### src/rtl/uart_tx.sv
// uart_tx: serializes a parallel word into a UART frame, one bit per clk.
// Frame layout on tx_out: start (0), data LSB first, optional parity, stop (1).
// The line idles high. tx_out and busy come straight from flops.
//
// Handshake: data_valid is the request and ~busy is the ready. A word is
// accepted at a rising edge where data_valid=1 and the FSM is in IDLE.
// p_data, par_en and par_type are sampled only at that edge. The upstream
// side must hold data_valid until busy rises, or pulse it only while busy=0.
// No request is queued while a frame is in flight.
module uart_tx #(
   parameter int dataWidth = 8
) (
   input  logic                 clk,
   input  logic                 rst,
   input  logic [dataWidth-1:0] p_data,
   input  logic                 data_valid,
   input  logic                 par_en,
   input  logic                 par_type,
   output logic                 tx_out,
   output logic                 busy,
   output logic [2:0]           state_dbg
);

   localparam int CNT_W = (dataWidth > 1) ? $clog2(dataWidth) : 1;
   localparam logic [CNT_W-1:0] LAST_BIT = CNT_W'(dataWidth - 1);

   typedef enum logic [2:0] {
      IDLE   = 3'd0,
      START  = 3'd1,
      DATA   = 3'd2,
      PARITY = 3'd3,
      STOP   = 3'd4
   } state_t;

   state_t               state;
   logic [CNT_W-1:0]     bit_cnt;
   logic [CNT_W-1:0]     next_cnt;
   logic [dataWidth-1:0] data_reg;
   logic                 par_en_reg;
   logic                 par_type_reg;
   logic                 parity_bit;

   // Raw FSM state, exported so external checkers can follow the frame.
   assign state_dbg = state;

   // Next bit index, and the parity of the latched word (even when par_type=0).
   always_comb begin
      next_cnt   = bit_cnt + CNT_W'(1);
      parity_bit = par_type_reg ? ~(^data_reg) : (^data_reg);
   end

   // Frame sequencer. Outputs are loaded with the value for the state being
   // entered, so the line level always matches the current state.
   always_ff @(posedge clk) begin
      if (rst) begin
         state        <= IDLE;
         bit_cnt      <= '0;
         data_reg     <= '0;
         par_en_reg   <= 1'b0;
         par_type_reg <= 1'b0;
         tx_out       <= 1'b1;
         busy         <= 1'b0;
      end else begin
         case (state)
            IDLE: begin
               tx_out  <= 1'b1;
               busy    <= 1'b0;
               bit_cnt <= '0;
               if (data_valid) begin
                  data_reg     <= p_data;
                  par_en_reg   <= par_en;
                  par_type_reg <= par_type;
                  state        <= START;
                  tx_out       <= 1'b0;
                  busy         <= 1'b1;
               end
            end
            START: begin
               // Start bit is on the line now; present data bit 0 next.
               state   <= DATA;
               bit_cnt <= '0;
               tx_out  <= data_reg[0];
            end
            DATA: begin
               if (bit_cnt == LAST_BIT) begin
                  bit_cnt <= '0;
                  if (par_en_reg) begin
                     state  <= PARITY;
                     tx_out <= parity_bit;
                  end else begin
                     state  <= STOP;
                     tx_out <= 1'b1;
                  end
               end else begin
                  bit_cnt <= next_cnt;
                  tx_out  <= data_reg[next_cnt];
               end
            end
            PARITY: begin
               state  <= STOP;
               tx_out <= 1'b1;
            end
            STOP: begin
               // Stop bit ends. The line stays high, and busy drops as IDLE begins.
               state  <= IDLE;
               tx_out <= 1'b1;
               busy   <= 1'b0;
            end
            default: begin
               state  <= IDLE;
               tx_out <= 1'b1;
               busy   <= 1'b0;
            end
         endcase
      end
   end

endmodule
### config.mk
export PLATFORM = sky130hd
export DESIGN_NAME = uart_tx
export DESIGN_NICKNAME = d
export VERILOG_FILES = /design/src/rtl/uart_tx.sv
export SDC_FILE = /design/constraint.sdc
export NUM_CORES = 1
export LEC_CHECK = 0
export ABC_AREA = 1
export BUFFER_PORTS_ARGS = -buffer_cell sky130_fd_sc_hd__buf_2
export CAP_MARGIN = 25
export CORE_MARGIN = 2
export CORE_UTILIZATION = 52
export DETAILED_ROUTE_END_ITERATION = 8
export PLACE_DENSITY = 0.75
export SETUP_SLACK_MARGIN = 0.3
export SKIP_CTS_REPAIR_TIMING = 1
export SYNTH_ARGS = -nofsm -noshare
export SYNTH_HDL_FRONTEND = slang
export SYNTH_SLANG_ARGS = --single-unit
### constraint.sdc
create_clock -name clk -period 3.1 [get_ports clk]
set_input_delay 0.465 -clock clk [delete_from_list [all_inputs] [get_ports clk]]
set_output_delay 0.465 -clock clk [all_outputs]
set_load 0.03 [all_outputs]
==> load_flow_metrics.sql <==
INSERT INTO impl_metrics (metric_group, metric, value, unit) VALUES
('critical_path', 'start_kind', 'register', ''),
('synthesis', 'synth.net_count', '168', ''),
('cells_and_area', 'ff_latch_area', '360', 'um2'),
('flow_run', 'max-cap-violations', '0', ''),
('floorplan', 'fp.dieArea', '0.00232', 'mm2'),
('timing', 'finalSetupTns', '0', 'ps'),
('routing', 'remaining_antenna_violation_count', '0', ''),
('critical_path', 'critical_path.reg2reg.startpoint', 'bit_cnt[0]$_SDFFE_PP0P_', ''),
('place', 'buffers_on_ports', '17', ''),
('timing', 'achievable-frequency', '580', 'MHz'),
('critical_path', 'setup.worst_path.end_class', 'register', ''),
('timing', 'rsz0062_at_grt', 'no', ''),
('cells_and_area', 'largest_register_ff_count', '8', ''),
('routing', 'detail_route.vias_per_cell', '4.89', ''),
('synthesis', 'synth.largest_area_cell', 'sky130_fd_sc_hd__dfxtp_1', ''),
('pwr', 'leakagePower', '0.000575', 'uW'),
('synthesis', 'yosysWarnings', '0', ''),
('floorplan', 'core', '0.00178', 'mm2'),
('synthesis', 'post_synthesis_register_bit_count', '18', ''),
('cells_and_area', 'filler_cell_count', '173', ''),
('synthesis', 'post_synth_instance_area', '0.00101', 'mm2'),
('hold_path', 'worstHoldEndpoint', 'data_reg[6]$_SDFFE_PP0P_', ''),
('floorplan', 'chipWidth', '48.1', 'um'),
('grt', 'globalRouteOverflowTotal', '0', ''),
('synthesis', 'post_synth_inst_count', '153', ''),
('timing', 'final_hold_viol_count', '0', ''),
('synthesis', 'synth_area_leaders', 'sky130_fd_sc_hd__dfxtp_1 (36%), sky130_fd_sc_hd__nand2_1 (15%), sky130_fd_sc_hd__a21oi_1 (8.4%)', ''),
('synthesis', 'postSynthAreaPerCell', '6.62', 'um2'),
('hold_path', 'hold_path.class', 'in -> reg', ''),
('cts', 'cts.clk_slew.worst_paths', '100', 'ps'),
('critical_path', 'cp_data_required_time', '3310', 'ps'),
('routing', 'residual_drc', '0', ''),
('cells_and_area', 'multi_input_gate_area_in_the_final_layout', '537', 'um2'),
('cts', 'clkSinkCount', '18', ''),
('hold_path', 'hold-path-cell-count', '3', ''),
('synthesis', 'yosys.cell_types.count', '23', ''),
('floorplan', 'num_rows', '15', ''),
('pwr', 'pd_cells', '896', 'mW/mm2'),
('routing', 'avgRoutedWirePerCell', '10.8', 'um'),
('cts', 'numCtsBuffers', '3', ''),
('timing', 'maxSlewHeadroom', '77.8', '%'),
('timing', 'worst_pin_slew', '330', 'ps'),
('floorplan', 'ios', '18', ''),
('critical_path', 'crit_arrival', '1930', 'ps'),
('cells_and_area', 'nNetsFinal', '188', ''),
('place', 'gpl.final_weighted_congestion', '0.784', ''),
('run_status', 'run_status', 'finished, final reports clean', ''),
('cts', 'ctsRootBufferMaster', 'sky130_fd_sc_hd__clkbuf_4', ''),
('cells_and_area', 'drive_gt1_share', '23.3', '%'),
('grt', 'grt_first_pass_wirelength', '3620', 'um'),
('critical_path', 'critical_path.max_fanout', '9', ''),
('cts', 'clk-insertion-delay-late', '300', 'ps'),
('grt', 'initial_antenna_violation_count', '0', ''),
('routing', 'routed_wirelength', '2120', 'um'),
('floorplan', 'die_height', '48.1', 'um'),
('synthesis', 'synth-seq-area-share', '35.6', '%'),
('synthesis', 'synth_top_area_share', '35.6', '%'),
('critical_path', 'r2r-end', 'tx_out$_SDFF_PP1_', ''),
('routing', 'drt_iter0_markers', '18', ''),
('cells_and_area', 'layout_commonest_cell', 'sky130_fd_sc_hd__nand2_1', ''),
('timing', 'finalCriticalPeriod', '1720', 'ps'),
('cells_and_area', 'finalCoreUtilization', '64.6', '%'),
('critical_path', 'path_class', 'reg -> reg', ''),
('grt', 'grt_util_all_layers', '23.0', '%'),
('hold_path', 'hold_path.startpoint', 'p_data[6]', ''),
('timing', 'finalSetupViolations', '0', ''),
('timing', 'fin_skew', '3.81', 'ps'),
('pwr', 'ir_drop', '0.619', 'mV'),
('routing', 'via_count', '964', ''),
('critical_path', 'ff2ff_path_depth', '11', ''),
('floorplan', 'floorplan.initialDensity', '56.8', '%');
-- synth_stat cells (all sizes together) --
master	number
buf	1
nand3b	1
nand3	11
inv	26
nand2	45
clkinv	1
o211ai	1
clkbuf	1
o21ai	16
xnor2	2
a21oi	17
nor3	2
nor2	8
dfxtp	18
ha	2
a211oi	1
-- routing by layer --
| layer | part of all wire, % | GRT usage [%] | vias to the layer above |
|---|---|---|---|
| met1 | 49 | 29.1 | 420 |
| li1 | - | - | 524 |
| met5 | 0 | 0 | - |
| met2 | 46 | 35.8 | 15 |
| met3 | 2.6 | 4.81 | 5 |
| met4 | 2.6 | 14.1 | 0 |
-- cell families after synthesis --
| group | Yosys count | share of synthesized area [%] |
|---|---|---|
| simple gates | 67 | 31.0 |
| compound gates | 35 | 17.8 |
| buf+inv | 29 | 11.5 |
| flops | 18 | 35.6 |
| xor+xnor | 2 | 1.73 |
| fa+ha+maj | 2 | 2.47 |
-- metrics by stage --
stage	cell area, um2	hold slack, ps	std cells	setup WS, ps	power, uW
after floorplan	1010	449	153	1590	785
after global placement	1110	473	193	1540	870
after detailed placement	1110	473	193	1420	887
after CTS	1150	420	197	1400	1030
after global routing	1150	432	197	1150	1120
final	1150	424	197	1380	1030
-- report_power, final --
group          switching, uW  internal (uW)
sequential              76.5            299
clock                   75.6           71.7
combinational            331            178
total                    483            548
-- worst max path at each step --
stage	start	to	slack, ps	depth (start not counted)
after global placement	bit_cnt[0]$_SDFFE_PP0P_	tx_out$_SDFF_PP1_	1540	11
after CTS	bit_cnt[0]$_SDFFE_PP0P_	tx_out$_SDFF_PP1_	1400	11
after detailed placement	bit_cnt[0]$_SDFFE_PP0P_	tx_out$_SDFF_PP1_	1420	11
final	bit_cnt[0]$_SDFFE_PP0P_	tx_out$_SDFF_PP1_	1380	11
after floorplan	bit_cnt[0]$_SDFFE_PP0P_	tx_out$_SDFF_PP1_	1590	11
after global routing	bit_cnt[0]$_SDFFE_PP0P_	tx_out$_SDFF_PP1_	1150	11
-- final cells by class --
type	instances	area share [%]
Inverter	27	8.80
Clock buffer	4	3.15
Timing Repair Buffer	17	7.39
Sequential cell	18	31.3
Multi-Input combinational cell	106	46.6
Tap cell	25	2.72
-- worst max-delay path, cell delays in order, from the launching register on --
cell                      delay [ps]
sky130_fd_sc_hd__dfxtp_1         400
sky130_fd_sc_hd__ha_1            230
sky130_fd_sc_hd__ha_1            310
sky130_fd_sc_hd__inv_1            80
sky130_fd_sc_hd__a21oi_1         130
sky130_fd_sc_hd__o21ai_0         110
sky130_fd_sc_hd__nand3_1         100
sky130_fd_sc_hd__nand3_1          80
sky130_fd_sc_hd__nand2_1          70
sky130_fd_sc_hd__inv_2            30
sky130_fd_sc_hd__nand2_1          50
sky130_fd_sc_hd__nand2_1          40
Note: power is estimated with default switching activity, not from simulation.
